### src/rtl/legv8_ctrl_pkg.sv
// Shared definitions for the LEGv8 multi-cycle control path.
// Holds the FSM state encoding, the ALUOp codes (also used by the ALU
// control block), datapath mux select codes, opcode match/mask pairs and
// the one-hot instruction class produced by legv8_opcode_decode.
package legv8_ctrl_pkg;

    typedef enum logic [3:0] {
        S_FETCH     = 4'd0,
        S_DECODE    = 4'd1,
        S_MEM_ADDR  = 4'd2,
        S_MEM_READ  = 4'd3,
        S_MEM_WB    = 4'd4,
        S_MEM_WRITE = 4'd5,
        S_R_EXEC    = 4'd6,
        S_R_WB      = 4'd7,
        S_BRANCH    = 4'd8,
        S_JUMP      = 4'd9
    } state_t;

    // ALUOp codes consumed by the ALU control block
    localparam logic [1:0] ALUOP_ADD   = 2'b00;
    localparam logic [1:0] ALUOP_PASSB = 2'b01;
    localparam logic [1:0] ALUOP_RTYPE = 2'b10;

    // ALUSrcB selects
    localparam logic [1:0] SRCB_REGB  = 2'b00;
    localparam logic [1:0] SRCB_FOUR  = 2'b01;
    localparam logic [1:0] SRCB_IMM   = 2'b10;
    localparam logic [1:0] SRCB_BROFF = 2'b11;

    // PCSource selects
    localparam logic [1:0] PCSRC_ALU    = 2'b00;
    localparam logic [1:0] PCSRC_ALUOUT = 2'b01;
    localparam logic [1:0] PCSRC_JUMP   = 2'b10;

    // Opcode match values and masks; B and CBZ carry don't-care low bits
    localparam logic [10:0] OP_B_MATCH   = 11'b000101_00000;
    localparam logic [10:0] OP_B_MASK    = 11'b111111_00000;
    localparam logic [10:0] OP_CBZ_MATCH = 11'b10110100_000;
    localparam logic [10:0] OP_CBZ_MASK  = 11'b11111111_000;
    localparam logic [10:0] OP_FULL_MASK = 11'b11111111111;
    localparam logic [10:0] OP_LDUR      = 11'b11111000010;
    localparam logic [10:0] OP_STUR      = 11'b11111000000;
    localparam logic [10:0] OP_ADD       = 11'b10001011000;
    localparam logic [10:0] OP_SUB       = 11'b11001011000;
    localparam logic [10:0] OP_AND       = 11'b10001010000;
    localparam logic [10:0] OP_ORR       = 11'b10101010000;

    // One-hot instruction class
    typedef struct packed {
        logic r;
        logic ld;
        logic st;
        logic cbz;
        logic b;
        logic ill;
    } iclass_t;

    function automatic logic op_match(input logic [10:0] op,
                                      input logic [10:0] match,
                                      input logic [10:0] mask);
        return (op & mask) == match;
    endfunction

endpackage

### src/rtl/legv8_opcode_decode.sv
// Combinational opcode classifier.
//   opcode : in  11  IR[31:21]
//   iclass : out 6   one-hot {r, ld, st, cbz, b, ill}
// Priority: B, CBZ, LDUR/STUR, R-type; anything else is illegal.
module legv8_opcode_decode
    import legv8_ctrl_pkg::*;
(
    input  logic [10:0] opcode,
    output iclass_t     iclass
);

    always_comb begin
        iclass = '0;
        if (op_match(opcode, OP_B_MATCH, OP_B_MASK))
            iclass.b = 1'b1;
        else if (op_match(opcode, OP_CBZ_MATCH, OP_CBZ_MASK))
            iclass.cbz = 1'b1;
        else if (op_match(opcode, OP_LDUR, OP_FULL_MASK))
            iclass.ld = 1'b1;
        else if (op_match(opcode, OP_STUR, OP_FULL_MASK))
            iclass.st = 1'b1;
        else if (op_match(opcode, OP_ADD, OP_FULL_MASK) ||
                 op_match(opcode, OP_SUB, OP_FULL_MASK) ||
                 op_match(opcode, OP_AND, OP_FULL_MASK) ||
                 op_match(opcode, OP_ORR, OP_FULL_MASK))
            iclass.r = 1'b1;
        else
            iclass.ill = 1'b1;
    end

endmodule

### src/rtl/legv8_mc_control.sv
// LEGv8 multi-cycle main control FSM.
//   clk, rst       : clock, synchronous active-high reset
//   opcode         : IR[31:21], valid from DECODE onward
//   zero           : ALU zero flag (branch resolved in datapath via PCWriteCond)
//   mem_ready      : unified memory handshake
//   ALUOp, ALUSrcA, ALUSrcB, IorD, MemRead, MemWrite, IRWrite, RegWrite,
//   MemtoReg, Reg2Loc, PCWrite, PCWriteCond, PCSource : datapath controls
//   retired        : pulse in final cycle of each legal instruction
//   illegal        : sticky undecodable-opcode flag
//   state          : current state, debug
module legv8_mc_control
    import legv8_ctrl_pkg::*;
(
    input  logic        clk,
    input  logic        rst,
    input  logic [10:0] opcode,
    input  logic        zero,
    input  logic        mem_ready,
    output logic [1:0]  ALUOp,
    output logic        ALUSrcA,
    output logic [1:0]  ALUSrcB,
    output logic        IorD,
    output logic        MemRead,
    output logic        MemWrite,
    output logic        IRWrite,
    output logic        RegWrite,
    output logic        MemtoReg,
    output logic        Reg2Loc,
    output logic        PCWrite,
    output logic        PCWriteCond,
    output logic [1:0]  PCSource,
    output logic        retired,
    output logic        illegal,
    output logic [3:0]  state
);

    state_t  state_q;
    state_t  state_d;
    state_t  dec_state;
    iclass_t iclass;

    // The branch decision is the datapath's AND of PCWriteCond and zero,
    // so the FSM itself never looks at the flag.
    logic unused_zero;
    assign unused_zero = zero;

    legv8_opcode_decode u_decode (
        .opcode (opcode),
        .iclass (iclass)
    );

    assign state = state_q;

    always_comb begin
        state_d = state_q;
        unique case (state_q)
            S_FETCH:     if (mem_ready) state_d = S_DECODE;
            S_DECODE: begin
                if (iclass.b)                    state_d = S_JUMP;
                else if (iclass.cbz)             state_d = S_BRANCH;
                else if (iclass.ld || iclass.st) state_d = S_MEM_ADDR;
                else if (iclass.r)               state_d = S_R_EXEC;
                else                             state_d = S_FETCH;
            end
            S_MEM_ADDR:  state_d = iclass.st ? S_MEM_WRITE : S_MEM_READ;
            S_MEM_READ:  if (mem_ready) state_d = S_MEM_WB;
            S_MEM_WB:    state_d = S_FETCH;
            S_MEM_WRITE: if (mem_ready) state_d = S_FETCH;
            S_R_EXEC:    state_d = S_R_WB;
            S_R_WB:      state_d = S_FETCH;
            S_BRANCH:    state_d = S_FETCH;
            S_JUMP:      state_d = S_FETCH;
            default:     state_d = S_FETCH;
        endcase
    end

    always_ff @(posedge clk) begin
        if (rst) begin
            state_q <= S_FETCH;
            illegal <= 1'b0;
        end else begin
            state_q <= state_d;
            if (state_q == S_DECODE && iclass.ill)
                illegal <= 1'b1;
        end
    end

    // During reset the selects decode as FETCH; enables are masked below.
    assign dec_state = rst ? S_FETCH : state_q;

    always_comb begin
        ALUOp       = ALUOP_ADD;
        ALUSrcA     = 1'b0;
        ALUSrcB     = SRCB_REGB;
        IorD        = 1'b0;
        MemRead     = 1'b0;
        MemWrite    = 1'b0;
        IRWrite     = 1'b0;
        RegWrite    = 1'b0;
        MemtoReg    = 1'b0;
        Reg2Loc     = 1'b0;
        PCWrite     = 1'b0;
        PCWriteCond = 1'b0;
        PCSource    = PCSRC_ALU;
        retired     = 1'b0;
        unique case (dec_state)
            S_FETCH: begin
                MemRead = 1'b1;
                ALUSrcB = SRCB_FOUR;
                IRWrite = mem_ready;
                PCWrite = mem_ready;
            end
            S_DECODE: begin
                ALUSrcB = SRCB_BROFF;
                Reg2Loc = iclass.st | iclass.cbz;
            end
            S_MEM_ADDR: begin
                ALUSrcA = 1'b1;
                ALUSrcB = SRCB_IMM;
            end
            S_MEM_READ: begin
                MemRead = 1'b1;
                IorD    = 1'b1;
            end
            S_MEM_WB: begin
                RegWrite = 1'b1;
                MemtoReg = 1'b1;
                retired  = 1'b1;
            end
            S_MEM_WRITE: begin
                MemWrite = 1'b1;
                IorD     = 1'b1;
                retired  = mem_ready;
            end
            S_R_EXEC: begin
                ALUSrcA = 1'b1;
                ALUOp   = ALUOP_RTYPE;
            end
            S_R_WB: begin
                RegWrite = 1'b1;
                retired  = 1'b1;
            end
            S_BRANCH: begin
                ALUSrcA     = 1'b1;
                ALUOp       = ALUOP_PASSB;
                PCWriteCond = 1'b1;
                PCSource    = PCSRC_ALUOUT;
                retired     = 1'b1;
            end
            S_JUMP: begin
                PCWrite  = 1'b1;
                PCSource = PCSRC_JUMP;
                retired  = 1'b1;
            end
            default: ;
        endcase
        if (rst) begin
            PCWrite     = 1'b0;
            PCWriteCond = 1'b0;
            IRWrite     = 1'b0;
            MemWrite    = 1'b0;
            RegWrite    = 1'b0;
            retired     = 1'b0;
        end
    end

endmodule
### config.mk
export PLATFORM = sky130hd
export DESIGN_NAME = legv8_mc_control
export DESIGN_NICKNAME = d
export VERILOG_FILES = /design/src/rtl/legv8_ctrl_pkg.sv /design/src/rtl/legv8_opcode_decode.sv /design/src/rtl/legv8_mc_control.sv
export SDC_FILE = /design/constraint.sdc
export NUM_CORES = 1
export LEC_CHECK = 0
export ABC_AREA = 1
export CAP_MARGIN = 20
export CORE_MARGIN = 3
export CORE_UTILIZATION = 37
export CTS_BUF_LIST = sky130_fd_sc_hd__clkbuf_8
export CTS_CLUSTER_SIZE = 8
export DETAILED_ROUTE_END_ITERATION = 8
export PLACE_DENSITY = 0.79
export REMOVE_ABC_BUFFERS = 1
export SLEW_MARGIN = 20
export SYNTH_ARGS = -nofsm -noshare
export SYNTH_HDL_FRONTEND = slang
export SYNTH_SLANG_ARGS = --single-unit
### constraint.sdc
create_clock -name clk -period 1.15 [get_ports clk]
set_clock_uncertainty 0.05 [all_clocks]
set_input_delay 0.23 -clock clk [delete_from_list [all_inputs] [get_ports clk]]
set_output_delay 0.23 -clock clk [all_outputs]
set_load 0.02 [all_outputs]
==> results.md, run 1 <==
* Status: aborted with a tool error
* Halt Stage: global routing
* Stop err: [ERROR DPL-0038] Utilization greater than 100%, impossible to legalize
* Sequential area share after synthesis at 13.91%
* Synth area leaders: nand2_1, nor2_1, dfxtp_1
* Die height at about 50 um
* Die W at about 50 um
* Synth warn at 0
* Synth top area share at 19.83%
* Mean post-synth cell area at approximately 5.3 um^2
* Port bufs at 35
* Clock Path Buffers at 2
* GP Congestion at 0.8970
* I/O Pins at 37
* Inst Count DP at around 230
* Row count at 15
* Clk sinks at 5
* Post-synth top area cell: nand2_1
* Place WS at -1.167 ns
* Synthesized cell area at around 720 um^2
* Worst endpoint, post-GRT repair: retired
* Initial Util at between 40 and 50%
* Cells after synthesis at about 140
* Count of different cell masters after synthesis at 23
* Root buf cell: clkbuf_8
* Seq cells post-synth at 5
* Hpwl dp at about 2.3 mm
* Worst EP Category: top-level output
* CTS buffer count at 3
* Largest net degree at the start of global routing at 6
* CTS H-tree lvls at 1
==> cells in the mapped netlist (all sizes together) <==
cell / number
and2: 1
dfxtp: 5
nand3: 15
inv: 24
nand4: 1
nand2: 40
o21ai: 3
a21oi: 5
a21boi: 1
o22ai: 1
nor2: 34
a211oi: 1
nor3: 2
nand3b: 2
buf: 1
==> metrics by stage <==
stage                     hold WS, ns  instance area, um^2
after global placement         0.5082                 1323
after floorplan                0.2524                708.2
after CTS                      0.4269                 1673
after detailed placement       0.5149                 1323
==> cell families after synthesis <==
logic type | synth area share (%)
buffers and inverters | 14.09
AND/OR/NAND/NOR | 62.96
AO/OA/AOI/OAI | 9.045
flip-flops | 13.91
==> timing repair <==
action / in CTS
resized for setup: 211
endpoints found under the setup margin: 27
pin swaps: 42
hold buffers: 0
setup buffers: 21
==> run 2: changes to the inputs <==
CORE_AREA = 3 3 64 66   (was not set)
CORE_MARGIN = not set   (was 3)
CORE_UTILIZATION = not set   (was 37)
CTS_BUF_LIST = not set   (was sky130_fd_sc_hd__clkbuf_8)
CTS_CLUSTER_SIZE = not set   (was 8)
DIE_AREA = 0 0 67 69   (was not set)
PLACE_DENSITY = not set   (was 0.79)
PLACE_DENSITY_LB_ADDON = 0.15   (was not set)
clock period = 1.5 ns   (was 1.15 ns; I/O delays follow)
==> run 2 against run 1 <==
Against the previous run: the flow now finishes, with violations (negative setup slack); synthesized cell count did not move; area after synthesis stayed put.
==> results.md, run 2 <==
* Clock Path Buffers at 2
* Maxcap violations at 0
* Global-route wire length before repair at approximately 4.6 mm
* Synthesized cell area at 719.4 um^2
* Die height at 69 um
* Main synth FF type: dfxtp_1
* Synth-to-layout area growth at 141.0%
* Largest net degree at the start of global routing at 6
* Commonest non-fill, non-tap cell in the layout: buf_4
* Max reg flops at 4
* Max-slew violations at 0
* Reg2reg path depth at 11
* # hold bufs at CTS at 0
* Crit path max-delay cell type: dfxtp_4
* Worst setup margin at -0.1664 ns
* Clk sinks at 5
* Total number of vias at 1136
* Status: finished with violations
* Launch point of the critical path: state[2]$_SDFFE_PP0P_
* Async SR Flop Fraction at 0%
* Worst Hold Class: reg -> reg
* Core area at approximately 3600 um^2
* Unrepaired setup endpoints after global routing: true
* Final wirelength at between 2 and 3 mm
* Fin crit share at 111.1%
* Arrival @ worst endpoint at roughly 1.3 ns
* Post-synth top area cell: nand2_1
* DRT iter0 DRCs at 38
* Sequential area share after synthesis at 13.91%
* FF-to-FF setup slack at 0.10 ns
* Cells after synthesis at about 140
* Hold Path Sink: illegal$_SDFFE_PP0P_
* WP buf/inv at 3
* Max VDD drop at between 0.3 and 0.4 mV
* Core Util, Final at between 40% and 50%
* Root buf cell: clkbuf_8
* Worst Tran Pin Value at 0.2462 ns
* Crit path max-delay family: buffers and inverters
* Seq cells post-synth at 5
* Worst Path Max Fanout at 4
* RR Startpoint: state[1]$_SDFFE_PP0P_
* I/O Pins at 37
* Most common cell in the netlist: nand2_1
* Synth warn at 0
* Min Tclk post-route at 1.666 ns
* Hpwl dp at ~2.2 mm
* Setup violators final at 15
* Mean post-synth cell area at between 5 and 6 um^2
* Detailed Routing Iterations Pass 1 at 4
* Worst-Skew Late Latency at around 0.23 ns
* Antenna diodes at 0
* Setup crit end kind: output port
* Violated checks: negative setup slack
* GP Congestion at around 0.82
* Crit path kind: reg -> out
* Clk slew on worst S/H paths at around 0.040 ns
* Total power draw at around 800 uW
* Worst hold margin at 0.4333 ns
* Crit-path cells: inv_2, nand4_1, buf_4, nor2_2, buf_6
* Min-delay src: illegal$_SDFFE_PP0P_
* Final setup TNS at -1.663 ns
* Avg WL per Cell at roughly 11 um
* Fin. Hold Viols at 0
* DR DRC count at 0
* EDFF count, synth at 0
* Count of different cell masters after synthesis at 23
* R2r endpoint: state[1]$_SDFFE_PP0P_
* Hold path depth at 2
* Row count at 22
* Critical path's largest stage delay at 0.35 ns
* Initial Util at between 10% and 20%
* Inst Count DP at 256
* Fillers at between 300 and 400
* Layout cells sized above 1 at between 50 and 60%
* Worst path depth at 5
* Die area at approximately 4600 um^2
* CP Launch Type: flip-flop
* Max Freq at around 600 MHz
* Number of global-route vias before repair at 1055
* Synth top area share at 19.83%
* Synth area leaders: nand2_1, nor2_1, dfxtp_1
* CTS buffer count at 3
* Nets@finish at 244
* Final cell count without fillers at 276
* Gr ovfl total at 0
* Gr usage total at between 10% and 20%
* Post-DRT Antenna Nets at 0
* Synth cell count leaders: nand2_1, nor2_1, inv_1, nand3_1, inv_2
* Pwr/cell area at approximately 460 nW/um^2
* Drt via density at 4.116
* Worst Path Required at approximately 1.2 ns
* Die W at 67 um
* Headroom to the max-slew limit at a little over four fifths
* CTS H-tree lvls at 1
* Port bufs at 35
* Initial antenna violation count at 0
* P_leak at 0.8955 nW
* CTS tree: yes
* Commonest cells after routing, fill and taps aside: buf_4, nand2_1, nor2_1, buf_6, inv_1
run 2: cell counts after synthesis:
Identical to the previous run, type by type.
run 2: where the power goes:
part	switching [mW]	total [mW]	internal [mW]	leakage, nW
combinational	0.191	0.386	0.195	0.829
clock	0.0752	0.258	0.183	0.0228
sequential	0.00817	0.148	0.140	0.0435
run 2: kinds of logic after synthesis:
kind of cell	Yosys count	share of synthesized area (%)
AND/OR/NAND/NOR	95	62.96
buffers and inverters	25	14.09
AO/OA/AOI/OAI	11	9.045
flip-flops	5	13.91
run 2: per-layer routing:
metal / part of all wire (%) / GRT usage (%) / wire length (um) / up-vias
met5: 0 / 0 / 0 / -
met4: 1.0 / 4.054 / 30 / 0
met3: 4.7 / 0.8143 / 138 / 2
met2: 51 / 20.74 / 1489 / 28
met1: 43 / 16.31 / 1253 / 496
li1: - / - / - / 610
run 2: final cells by class:
class	instances	area, um^2	share of cell area (%)
well taps	48	60.06	3.463
flip-flops and latches	5	112.6	6.494
multi-input cells	106	653.1	37.66
clock buffers	4	45.04	2.597
inverters	24	95.09	5.483
repair buffers	89	768.2	44.30
run 2: worst max path at each step:
stage                  to  slack (ns)
2_1_floorplan     Reg2Loc       -0.42
3_3_place_gp      Reg2Loc       -0.92
3_5_place_dp     ALUOp[0]       -0.93
4_1_cts           ALUSrcA       -0.15
5_1_grt        ALUSrcB[1]       -0.24
6_report         ALUOp[0]       -0.17
run 2: worst reg2reg max path, stage by stage, from the launching register on:
cell and delay (ns):
dfxtp_2 0.33, inv_4 0.08, buf_12 0.10, nor2_4 0.03, inv_2 0.10, nor2_4 0.04, buf_4 0.12, buf_4 0.12
a21boi_1 0.14, nand2_1 0.07, nand2_1 0.06, nand2_1 0.06
run 2: what timing repair did:
action	in CTS	in global routing
setup endpoints to repair	25	19
pin swaps	16	10
hold endpoints to repair	0	0
resized for setup	168	19
gates cloned	0	0
buffers inserted	11	5
run 2: stage by stage:
step | instance area [um^2] | setup slack, ns
2_1_floorplan | 708.2 | -0.4179
3_3_place_gp | 1416 | -0.9176
4_1_cts | 1629 | -0.1527
6_report | 1734 | -0.1664
3_5_place_dp | 1416 | -0.9292
5_1_grt | 1734 | -0.2373
Power figures use the tool's default switching activity.
